==> src/rtl/cpu_defs.sv <==
// Shared CPU definitions: operand widths, the multicycle op encoding and
// small decode helpers used by the multicycle sequencer.
//   uint32_t / uint64_t   - architectural register and {HI,LO} widths
//   oper_t                - multicycle op selector presented with a request
//   mc_state_t            - sequencer FSM states
//   MULTICYC_MUL_LATENCY  - default accept-to-result latency of multiply ops
package cpu_defs;

    typedef logic [31:0] uint32_t;
    typedef logic [63:0] uint64_t;

    typedef enum logic [3:0] {
        MULT  = 4'd0,
        MULTU = 4'd1,
        DIV   = 4'd2,
        DIVU  = 4'd3,
        MADD  = 4'd4,
        MADDU = 4'd5,
        MSUB  = 4'd6,
        MSUBU = 4'd7,
        MUL   = 4'd8
    } oper_t;

    typedef enum logic [2:0] {
        IDLE,
        MUL_WAIT,
        DIV_RUN,
        DIV_FIX,
        DONE
    } mc_state_t;

    localparam int MULTICYC_MUL_LATENCY = 2;

    function automatic logic op_is_div(oper_t op);
        return (op == DIV) || (op == DIVU);
    endfunction

    // Signed ops sign-extend their operands; MUL writes a GPR and is signed.
    function automatic logic op_is_signed(oper_t op);
        return (op == MULT) || (op == DIV) || (op == MADD) ||
               (op == MSUB) || (op == MUL);
    endfunction

endpackage

==> src/rtl/multicyc_seq_if.sv <==
// Request/result bundle between the pipeline and the multicycle sequencer.
//   req_*      - op, operands and current {HI,LO}, with valid/ready handshake
//   result_*   - {HI,LO} and GPR results with valid/ready handshake
//   hilo_we    - result_hilo should be written to {HI,LO}
//   reg_we     - result_reg should be written to the destination GPR
// master: the pipeline side; slave: the sequencer.
interface multicyc_seq_if;
    import cpu_defs::*;

    logic    req_valid;
    oper_t   req_op;
    uint32_t req_a;
    uint32_t req_b;
    uint64_t hilo_in;
    logic    req_ready;

    logic    result_valid;
    logic    result_ready;
    uint64_t result_hilo;
    uint32_t result_reg;
    logic    hilo_we;
    logic    reg_we;

    modport master (
        output req_valid, req_op, req_a, req_b, hilo_in, result_ready,
        input  req_ready, result_valid, result_hilo, result_reg, hilo_we, reg_we
    );

    modport slave (
        input  req_valid, req_op, req_a, req_b, hilo_in, result_ready,
        output req_ready, result_valid, result_hilo, result_reg, hilo_we, reg_we
    );

endinterface

==> src/rtl/multicyc_seq_div.sv <==
// div_iter: iterative restoring divider, one quotient bit per clock.
//   clk, rst     - clock, synchronous active-high reset
//   start        - load a/b and begin ITERS iterations
//   is_signed    - treat a/b as two's complement
//   a, b         - dividend, divisor
//   done         - iterations finished; quotient/remainder are valid
//   quotient     - sign-corrected quotient
//   remainder    - sign-corrected remainder (takes the sign of the dividend)
// Divide by zero falls out of the algorithm: every step subtracts zero, so the
// magnitude quotient is all ones and the remainder is |a|.
module div_iter
    import cpu_defs::*;
#(
    parameter int ITERS = 32
) (
    input  logic    clk,
    input  logic    rst,
    input  logic    start,
    input  logic    is_signed,
    input  uint32_t a,
    input  uint32_t b,
    output logic    done,
    output uint32_t quotient,
    output uint32_t remainder
);

    localparam int CW = $clog2(ITERS + 1);

    logic [CW-1:0] cnt;
    logic          running;

    uint32_t rem_q;      // partial remainder
    uint32_t quot_q;     // dividend bits shift out the top, quotient bits in
    uint32_t divisor_q;
    logic    neg_quot;
    logic    neg_rem;

    logic [32:0] partial;
    logic        fits;

    // NOTE: every combinational output gets a value on every path, so no latch.
    always_comb begin
        partial = {rem_q, quot_q[31]};
        fits    = (partial >= {1'b0, divisor_q});
    end

    // NOTE: sequential state uses non-blocking assignments only, so all
    // registers sample the same pre-edge values.
    always_ff @(posedge clk) begin
        if (rst) begin
            running <= 1'b0;
            cnt     <= '0;
        end else if (start) begin
            running <= 1'b1;
            cnt     <= CW'(ITERS);
        end else if (running && (cnt != '0)) begin
            cnt <= cnt - CW'(1);
        end
    end

    // NOTE: datapath registers are not reset; control (running/cnt) decides
    // when their contents mean anything.
    always_ff @(posedge clk) begin
        if (start) begin
            rem_q     <= '0;
            quot_q    <= (is_signed && a[31]) ? -a : a;
            divisor_q <= (is_signed && b[31]) ? -b : b;
            neg_quot  <= is_signed && (a[31] ^ b[31]);
            neg_rem   <= is_signed && a[31];
        end else if (running && (cnt != '0)) begin
            rem_q  <= fits ? 32'(partial - {1'b0, divisor_q}) : partial[31:0];
            quot_q <= {quot_q[30:0], fits};
        end
    end

    assign done      = running && (cnt == '0);
    assign quotient  = neg_quot ? -quot_q : quot_q;
    assign remainder = neg_rem  ? -rem_q  : rem_q;

endmodule

==> src/rtl/multicyc_seq.sv <==
// multicyc_seq: sequencer for HI/LO multiply, multiply-accumulate and divide.
//   clk, rst  - clock, synchronous active-high reset
//   flush     - squash any in-flight op (wins over a concurrent result handshake)
//   bus       - request/result handshake bundle (slave side)
//   busy      - an op has been accepted and not yet retired; stalls the pipe
// Multiply-class ops return MUL_LATENCY cycles after accept; DIV/DIVU run
// DIV_ITERS iteration cycles plus one sign-fix cycle.
module multicyc_seq
    import cpu_defs::*;
#(
    parameter int MUL_LATENCY = MULTICYC_MUL_LATENCY,
    parameter int DIV_ITERS   = 32
) (
    input  logic clk,
    input  logic rst,
    input  logic flush,
    multicyc_seq_if.slave bus,
    output logic busy
);

    localparam int CNT_W = $clog2(DIV_ITERS + 1);

    mc_state_t  state;
    logic [CNT_W-1:0] cnt;

    oper_t   op_q;
    uint32_t a_q;
    uint32_t b_q;
    uint64_t hilo_q;

    logic    result_valid;
    uint64_t result_hilo;
    uint32_t result_reg;
    logic    hilo_we;
    logic    reg_we;

    logic    req_ready;
    logic    accept;

    logic    div_done;
    uint32_t div_quot;
    uint32_t div_rem;

    uint64_t ext_a;
    uint64_t ext_b;
    uint64_t product;
    uint64_t mul_hilo;

    // rst is folded in so nothing is accepted while reset is held.
    assign req_ready = (state == IDLE) && !flush && !rst;
    assign accept    = bus.req_valid && req_ready;
    assign busy      = (state != IDLE);

    // The divider is started straight from the request so its first
    // iteration lines up with the first DIV_RUN cycle.
    div_iter #(
        .ITERS (DIV_ITERS)
    ) u_div (
        .clk       (clk),
        .rst       (rst),
        .start     (accept && op_is_div(bus.req_op)),
        .is_signed (bus.req_op == DIV),
        .a         (bus.req_a),
        .b         (bus.req_b),
        .done      (div_done),
        .quotient  (div_quot),
        .remainder (div_rem)
    );

    // Operands are extended to 64 bits according to signedness; the low 64
    // bits of the product are then identical for signed and unsigned.
    always_comb begin
        ext_a   = op_is_signed(op_q) ? {{32{a_q[31]}}, a_q} : {32'b0, a_q};
        ext_b   = op_is_signed(op_q) ? {{32{b_q[31]}}, b_q} : {32'b0, b_q};
        product = ext_a * ext_b;
        unique case (op_q)
            MADD, MADDU: mul_hilo = hilo_q + product;
            MSUB, MSUBU: mul_hilo = hilo_q - product;
            MUL:         mul_hilo = hilo_q;
            default:     mul_hilo = product;
        endcase
    end

    always_ff @(posedge clk) begin
        if (accept) begin
            op_q   <= bus.req_op;
            a_q    <= bus.req_a;
            b_q    <= bus.req_b;
            hilo_q <= bus.hilo_in;
        end
    end

    always_ff @(posedge clk) begin
        if (rst) begin
            state        <= IDLE;
            cnt          <= '0;
            result_valid <= 1'b0;
            hilo_we      <= 1'b0;
            reg_we       <= 1'b0;
            result_hilo  <= '0;
            result_reg   <= '0;
        end else if (flush) begin
            state        <= IDLE;
            result_valid <= 1'b0;
            hilo_we      <= 1'b0;
            reg_we       <= 1'b0;
        end else begin
            unique case (state)
                IDLE: begin
                    if (accept) begin
                        if (op_is_div(bus.req_op)) begin
                            state <= DIV_RUN;
                            cnt   <= CNT_W'(DIV_ITERS - 1);
                        end else begin
                            state <= MUL_WAIT;
                            cnt   <= CNT_W'(MUL_LATENCY - 1);
                        end
                    end
                end
                MUL_WAIT: begin
                    if (cnt == '0) begin
                        state        <= DONE;
                        result_valid <= 1'b1;
                        result_hilo  <= mul_hilo;
                        result_reg   <= product[31:0];
                        hilo_we      <= (op_q != MUL);
                        reg_we       <= (op_q == MUL);
                    end else begin
                        cnt <= cnt - CNT_W'(1);
                    end
                end
                DIV_RUN: begin
                    if (cnt == '0) begin
                        state <= DIV_FIX;
                    end else begin
                        cnt <= cnt - CNT_W'(1);
                    end
                end
                DIV_FIX: begin
                    // Sign-corrected quotient/remainder are captured here.
                    if (div_done) begin
                        state        <= DONE;
                        result_valid <= 1'b1;
                        result_hilo  <= {div_rem, div_quot};
                        result_reg   <= div_quot;
                        hilo_we      <= 1'b1;
                        reg_we       <= 1'b0;
                    end
                end
                DONE: begin
                    if (bus.result_ready) begin
                        state        <= IDLE;
                        result_valid <= 1'b0;
                        hilo_we      <= 1'b0;
                        reg_we       <= 1'b0;
                    end
                end
                default: state <= IDLE;
            endcase
        end
    end

    assign bus.req_ready    = req_ready;
    assign bus.result_valid = result_valid;
    assign bus.result_hilo  = result_hilo;
    assign bus.result_reg   = result_reg;
    assign bus.hilo_we      = hilo_we;
    assign bus.reg_we       = reg_we;

endmodule

==> src/flat_wrapper.sv <==
// flat-port wrapper written by rule: the top's interface ports become plain ports
module multicyc_seq_flat import cpu_defs::*;
#(
    parameter int MUL_LATENCY = MULTICYC_MUL_LATENCY,
    parameter int DIV_ITERS   = 32
)
  (clk, rst, flush, busy, bus_req_valid, bus_req_op, bus_req_a, bus_req_b, bus_hilo_in, bus_result_ready, bus_req_ready, bus_result_valid, bus_result_hilo, bus_result_reg, bus_hilo_we, bus_reg_we);
  multicyc_seq_if bus_i ();
  input  logic clk;
  input  logic rst;
  input  logic flush;
  output logic busy;
  input wire logic [$bits(bus_i.req_valid)-1:0] bus_req_valid;
  input wire logic [$bits(bus_i.req_op)-1:0] bus_req_op;
  input wire logic [$bits(bus_i.req_a)-1:0] bus_req_a;
  input wire logic [$bits(bus_i.req_b)-1:0] bus_req_b;
  input wire logic [$bits(bus_i.hilo_in)-1:0] bus_hilo_in;
  input wire logic [$bits(bus_i.result_ready)-1:0] bus_result_ready;
  output wire logic [$bits(bus_i.req_ready)-1:0] bus_req_ready;
  output wire logic [$bits(bus_i.result_valid)-1:0] bus_result_valid;
  output wire logic [$bits(bus_i.result_hilo)-1:0] bus_result_hilo;
  output wire logic [$bits(bus_i.result_reg)-1:0] bus_result_reg;
  output wire logic [$bits(bus_i.hilo_we)-1:0] bus_hilo_we;
  output wire logic [$bits(bus_i.reg_we)-1:0] bus_reg_we;
  assign bus_i.req_valid = bus_req_valid;
  assign bus_i.req_op = bus_req_op;
  assign bus_i.req_a = bus_req_a;
  assign bus_i.req_b = bus_req_b;
  assign bus_i.hilo_in = bus_hilo_in;
  assign bus_i.result_ready = bus_result_ready;
  assign bus_req_ready = bus_i.req_ready;
  assign bus_result_valid = bus_i.result_valid;
  assign bus_result_hilo = bus_i.result_hilo;
  assign bus_result_reg = bus_i.result_reg;
  assign bus_hilo_we = bus_i.hilo_we;
  assign bus_reg_we = bus_i.reg_we;
  multicyc_seq #(.MUL_LATENCY(MUL_LATENCY), .DIV_ITERS(DIV_ITERS)) u_core (.clk(clk), .rst(rst), .flush(flush), .bus(bus_i), .busy(busy));
endmodule
==> config.mk <==
export PLATFORM = sky130hd
export DESIGN_NAME = multicyc_seq_flat
export DESIGN_NICKNAME = d
export VERILOG_FILES = /design/src/rtl/cpu_defs.sv /design/src/rtl/multicyc_seq_if.sv /design/src/rtl/multicyc_seq_div.sv /design/src/rtl/multicyc_seq.sv /design/src/flat_wrapper.sv
export SDC_FILE = /design/constraint.sdc
export NUM_CORES = 2
export LEC_CHECK = 0
export CORE_UTILIZATION = 55
export CTS_BUF_LIST = sky130_fd_sc_hd__clkbuf_8 sky130_fd_sc_hd__clkbuf_16
export DETAILED_ROUTE_END_ITERATION = 16
export PLACE_DENSITY = 0.83
export SYNTH_ARGS = -nofsm -noshare
export SYNTH_HDL_FRONTEND = slang
export SYNTH_HIERARCHICAL = 1
export SYNTH_SLANG_ARGS = --single-unit
==> constraint.sdc <==
create_clock -name clk -period 13.6 [get_ports clk]
set_input_delay 2.72 -clock clk [delete_from_list [all_inputs] [get_ports clk]]
set_output_delay 2.72 -clock clk [all_outputs]
set_load 0.01 [all_outputs]
# Yosys cells after proc, flatten, opt, wreduce, memory -nomap -nowiden
# Cells that the tools add are included.
[word_totals]
output_inout_bits = 101
regBits = 345
[classes]
n_eq_ne = 19
n_reduce_logical = 35
n_lt_le_gt_ge = 1
multipliers = 1
bitwise_logic = 2
n_addsub = 9
n_mux = 38
[op_table]
columns = ["operator", "count"]
rows = [
  ["$mux 32", 9],
  ["$mux 64", 4],
  ["$pmux 64 s3", 1],
  ["$neg 32->32", 4],
  ["$pmux 64 s2", 1],
  ["$add 64x64->64", 1],
  ["$mul 64x64->64", 1],
  ["$pmux 32 s2", 1],
  ["$sub 64x64->64", 1],
  ["$ge 33x32->1", 1],
  ["$sub 32x32->32", 1],
  ["$mux 6", 4],
  ["$eq 4x3->1 const B", 4],
  ["$mux 3", 5],
  ["$pmux 3 s5", 1],
  ["$eq 4x2->1 const B", 3],
  ["$logic_not 6->1", 2],
  ["$pmux 6 s2", 1],
  ["$reduce_and 4->1", 3],
  ["$sub 6x1->6 const B", 2],
  ["$reduce_or 2->1", 5],
  ["$logic_and 1x1->1", 9],
  ["$pmux 1 s3", 3],
  ["$ne 2x1->1 const B", 4],
  ["other kinds (19)", 34],
]

# Depth between registers and ports, before layout
[depth]
depth_word = 11
depth_mapped = 54
depth_no_buf = 50

# Cells and area by module
# The synthesis kept the hierarchy.
[by_module_without_submodules]
columns = ["module", "instances", "area_each_um2", "cells_each"]
rows = [
  ["multicyc_seq", 1, 62897.8, 6859],
  ["div_iter", 1, 8341.8, 988],
]

# Worst setup path after synthesis
# OpenSTA, ideal clock, no wires.
[synth_path]
kind = "register to register"
from = "register u_core.op_q[2]"
to = "register u_core.result_hilo[63], in the netlist u_core/bus.result_hilo[63]"
arrival_time_ps = 12547
path_buffers = 5
path_slack_ps = 922
synth_period_minus_slack_ps = 12678
setup_time_ps = 131
path_stages_with_launch = 48
t_required_ps = 13469
path_cell_list = "edfxtp_1 -> or4b_2 -> clkbuf_1 -> o21ai_1 -> and2_1 -> clkbuf_1 -> clkbuf_1 -> nand2_1 -> fa_1 -> inv_1 -> fa_1 -> fa_1 -> fa_1 -> fa_1 -> fa_1 -> fa_1 -> fa_1 -> fa_1 -> [... 12 more ...] -> or3_1 -> nor4_2 -> a21oi_1 -> xor2_1 -> ha_1 -> a21o_1 -> a21o_1 -> a21oi_1 -> nor2_1 -> a211oi_1 -> o21ai_0 -> a21oi_1 -> or2_1 -> clkbuf_1 -> nand2_1 -> a221oi_1 -> xnor2_1 -> o32ai_1"
[synth_between]
elab_chain_len = 11
[synth_rtl]
columns = ["element", "line_no", "source"]
rows = [
  ["start: declaration", "multicyc_seq.sv:26", "oper_t op_q;"],
  ["start signal: assignment", "multicyc_seq.sv:86", "op_q <= bus.req_op;"],
  ["$eq 4x2->1 / $logic_not 4->1 (equally long branches)", "cpu_defs.sv:40", "return (op == MULT) || (op == DIV) || (op == MADD) ||"],
  ["$logic_or 1x1->1 (3 in series)", "cpu_defs.sv:40", ""],
  ["$logic_or 1x1->1", "cpu_defs.sv:41", "(op == MSUB) || (op == MUL);"],
  ["$mux 64 (on tied branches)", "multicyc_seq.sv:73, multicyc_seq.sv:74", ""],
  ["$mul 64x64->64", "multicyc_seq.sv:75", "product = ext_a * ext_b;"],
  ["$sub 64x64->64 / $add 64x64->64 (equally long branches)", "multicyc_seq.sv:78, multicyc_seq.sv:77", ""],
  ["$pmux 64 s3 *", "multicyc_seq.sv:76", "unique case (op_q)"],
  ["$mux 64 *", "multicyc_seq.sv:121", "if (cnt == '0) begin"],
  ["$pmux 64 s2 *", "multicyc_seq.sv:108", "unique case (state)"],
  ["end signal: assignment", "multicyc_seq.sv:124", "result_hilo <= mul_hilo;"],
  ["end signal: assignment", "multicyc_seq.sv:144", "result_hilo <= {div_rem, div_quot};"],
  ["end: declaration", "multicyc_seq.sv:32", "uint64_t result_hilo;"],
]
# Every way passes the cells marked *; elsewhere a longest branch is shown, timed or not. The select of a mux whose other input is x is not followed.
# A chain may end at the register's enable or synchronous reset.

# Worst setup path in the final report
[layout_path]
from = "register u_core.b_q[11]"
to = "register u_core.result_hilo[61], in the netlist u_core/bus.result_hilo[61]"
[layout_between]
elab_chain_len = 6
[layout_rtl]
columns = ["element", "line_no", "source"]
rows = [
  ["start: declaration", "multicyc_seq.sv:28", "uint32_t b_q;"],
  ["start signal: assignment", "multicyc_seq.sv:88", "b_q <= bus.req_b;"],
  ["$mux 64 *", "multicyc_seq.sv:74", "ext_b = op_is_signed(op_q) ? {{32{b_q[31]}}, b_q} : {32'b0, b_q};"],
  ["$mul 64x64->64 *", "multicyc_seq.sv:75", ""],
  ["$sub 64x64->64 / $add 64x64->64 (equally long branches)", "multicyc_seq.sv:78, multicyc_seq.sv:77", ""],
  ["$pmux 64 s3 *", "multicyc_seq.sv:76", ""],
  ["$mux 64 *", "multicyc_seq.sv:121", ""],
  ["$pmux 64 s2 *", "multicyc_seq.sv:108", ""],
]
# Marks and branches as above.

==> impl_metrics.py <==
metrics = {
    "route": {
        "drt_wl_total_um": 234000,
        "drtAntennaViolNets": 0,
        "wl_per_cell_um": 24.0,
        "drt_iter0_markers": 6493,
        "drt-pass1-iter-count": 6,
        "drc_errors": 0,
        "viasPerCell": 5.97,
        "via_count": 58100,
    },
    "placed_design": {
        "dp_cells": 9602,
        "port_buffers": 237,
        "placed_area_um2": 75700,
        "dp_hpwl_um": 194000,
        "gp_congestion": 1.01,
    },
    "grt": {
        "top_usage_layer": "met2",
        "grt_antenna_before_repair": 11,
        "grt-ovfl-total": 0,
        "gr-usage-met1_pct": 48.3,
        "grt_pass1_vias": 60200,
        "met2_usage_pct": 56.7,
        "grt_pass1_wl_um": 359000,
        "grt_use_total_pct": 36.1,
        "met3_usage_pct": 7.44,
        "grt_max_degree": 90,
    },
    "synth": {
        "yosys_register_bits": 345,
        "synth_common_cells": "1,657 x inv_1, 1,426 x fa_1, 1,015 x nand2_1, 406 x ha_1, 355 x clkbuf_1",
        "synth.most_common_cell": "inv_1",
        "yosysSeqAreaShare_pct": 12.5,
        "yosysUniqueCellTypes": 111,
        "syn_nets": 9816,
        "synth_edf_count": 198,
        "synthArstFlopShare_pct": 0,
        "yosysWarnings": 6,
        "yosys.area.top_type": "fa_1",
        "synth.area.top_cells": "fa_1 40%, inv_1 8.7%, edfxtp_1 8.3%",
        "synth_ff_type": "edfxtp_1",
        "syn_area_um2": 71200,
        "syn-mean-instance-area_um2": 9.08,
        "synthCells": 7847,
        "yosys.area.top_type_share_pct": 40.1,
    },
    "floorplan": {
        "num_io_pins": 238,
        "initial_core_util_pct": 55.7,
        "die_w_um": 362,
        "core-area_um2": 128000,
        "die-area_um2": 131000,
        "die_h_um": 362,
        "rows": 131,
    },
    "sta": {
        "finClkSkew_ns": 0.0341,
        "worst_pin_slew_ns": 1.17,
        "finalMaxSlewViolations": 0,
        "setup_violations": 0,
        "fin_crit_sh_pct": 96.8,
        "max_freq_mhz": 75.9,
        "min_period_ns": 13.17,
        "max-slew-margin-rel_pct": 21.4,
        "hold_viol": 0,
    },
    "finish": {
        "stdcell_count": 9727,
        "final_util_pct": 60.5,
        "num-fill-cells": 10500,
        "fin_area_um2": 77500,
        "fin_nets": 9926,
        "layout.area.seq_um2": 8890,
        "multi_input_area_um2": 54700,
        "drive_gt1_share_pct": 4.68,
        "syn_to_final_growth_pct": 8.79,
        "largestRegisters": "u_core/bus.result_hilo: 64 flops, u_core/hilo_q: 64 flops",
    },
    "clock_network": {
        "htreeDepth": 2,
        "cts_buffers": 37,
        "path_clk_slew_ns": 0.07,
        "cts_tree": "built",
        "clock-sinks": 345,
        "holdBufCountCts": 0,
        "cts_root_buf": "clkbuf_16",
        "clk_path_buf_depth": 3,
        "clk_latency_ns": 0.60,
    },
    "setup_path": {
        "endpoint_kind": "register",
        "cp-startpoint": "u_core/b_q[11]$_DFFE_PP_",
        "cp_top_family": "adder cells",
        "cp_max_fo": 10,
        "crit_arrival_ns": 13.61,
        "reg2reg_from": "u_core/b_q[11]$_DFFE_PP_",
        "slowest_delay_ns": 0.69,
        "cp_slowest_cell": "edfxtp_1",
        "crit_top_cell": "fa_1",
        "cp.required_ns": 14.04,
        "worst_setup_path_start_kind": "register",
        "worstSetupPathType": "reg -> reg",
        "crit_buf_inv": 7,
    },
    "outcome": {
        "outcome": "complete, no violations",
    },
    "worst_hold_path": {
        "hold_class": "reg -> reg",
        "hp-start": "u_core/bus.result_hilo[47]$_SDFFE_PP0P_",
    },
    "job": {
        "cap_violations": 0,
    },
}
worst paths after layout:
kind,slack (ns),endpoint,cells after the start
min reg2reg,0.47,u_core/bus.result_hilo[47]$_SDFFE_PP0P_,2
max reg2reg,0.43,u_core/bus.result_hilo[61]$_SDFFE_PP0P_,43
max,0.43,u_core/bus.result_hilo[61]$_SDFFE_PP0P_,43
min,0.47,u_core/bus.result_hilo[47]$_SDFFE_PP0P_,2
worst reg2reg max path: cells and delay by family, from the launching register on:
kind,cells,cell delay [ns]
XOR/XNOR,2,0.43
AO/OA/AOI/OAI,10,2.45
flip-flops,1,0.69
buffers and inverters,7,0.85
adder cells (fa/ha/maj),12,5.33
AND/OR/NAND/NOR,12,3.26
layout make-up:
cell class	count	area share (%)
multi-input combinational	5454	70.6
sequential	345	11.5
inverter	1657	8.03
timing repair buffer	462	5.44
tap	1729	2.79
clock buffer	40	1.28
clock inverter	28	0.360
antenna	12	0.0387
routing by layer:
layer | vias up | wire length (µm)
li1 | 24700 | -
met1 | 29300 | 90500
met2 | 3387 | 105000
met3 | 635 | 24800
met4 | 10 | 13300
met5 | - | 68
stage by stage:
stage	hold WS, ns	setup TNS, ns	setup WS (ns)
after global routing	0.484	-0.0141	-0.0141
after detailed placement	0.450	0	0.167
after floorplan	0.449	0	0.922
final	0.466	0	0.432
after CTS	0.465	0	0.0993
after global placement	0.443	0	0.277
cell usage in the layout, fill, tap and decap left out, types with 25 or more instances in the layout:
| master | netlist | layout |
|---|---|---|
| nand4_1 | 36 | 36 |
| and2_1 | 351 | 349 |
| o21ai_0 | 174 | 170 |
| a221oi_1 | 27 | 27 |
| o31ai_1 | 31 | 31 |
| nand2b_1 | 44 | 44 |
| o211ai_1 | 71 | 71 |
| nand2_1 | 1015 | 1014 |
| a21oi_1 | 325 | 324 |
| dfxtp_1 | 147 | 147 |
| clkdlybuf4s50_1 | 0 | 236 |
| fa_1 | 1426 | 1425 |
| a22oi_1 | 26 | 26 |
| and3_1 | 47 | 47 |
| nand3_1 | 51 | 51 |
| buf_4 | 4 | 208 |
| ha_1 | 406 | 404 |
| o21bai_1 | 28 | 28 |
| or3_1 | 38 | 38 |
| or4_1 | 26 | 26 |
| o21ai_1 | 23 | 25 |
| o21a_1 | 30 | 30 |
| a31oi_1 | 40 | 40 |
| xor2_1 | 119 | 119 |
| nor2_1 | 309 | 306 |
| a211oi_1 | 52 | 50 |
| inv_1 | 1657 | 1662 |
| xnor2_1 | 252 | 252 |
| a21o_1 | 84 | 84 |
| edfxtp_1 | 198 | 198 |
| nor3_1 | 83 | 82 |
| clkbuf_16 | 0 | 39 |
repair_timing:
item	CTS	global route
resized for setup	0	22
endpoints found under the setup margin	0	17
buffers inserted	0	45
cell families (layout without fill, tap and decap cells):
logic type | count (synthesis) | in the layout | share of synthesized area [%]
AOI/OAI and AO/OA | 1098 | 1098 | 10.3
xor gates and xnor gates | 372 | 372 | 4.58
adders and majority gates | 1834 | 1834 | 47.2
buffers and inverters | 2048 | 2187 | 10.9
DFF | 345 | 345 | 12.5
muxes | 27 | 27 | 0.385
other | 0 | 12 | 0
and+or+nand+nor | 2123 | 2123 | 14.1
Power is left out: the tool's default activity adds up to more than one toggle a clock period on the data nets, which glitch-free logic cannot reach.
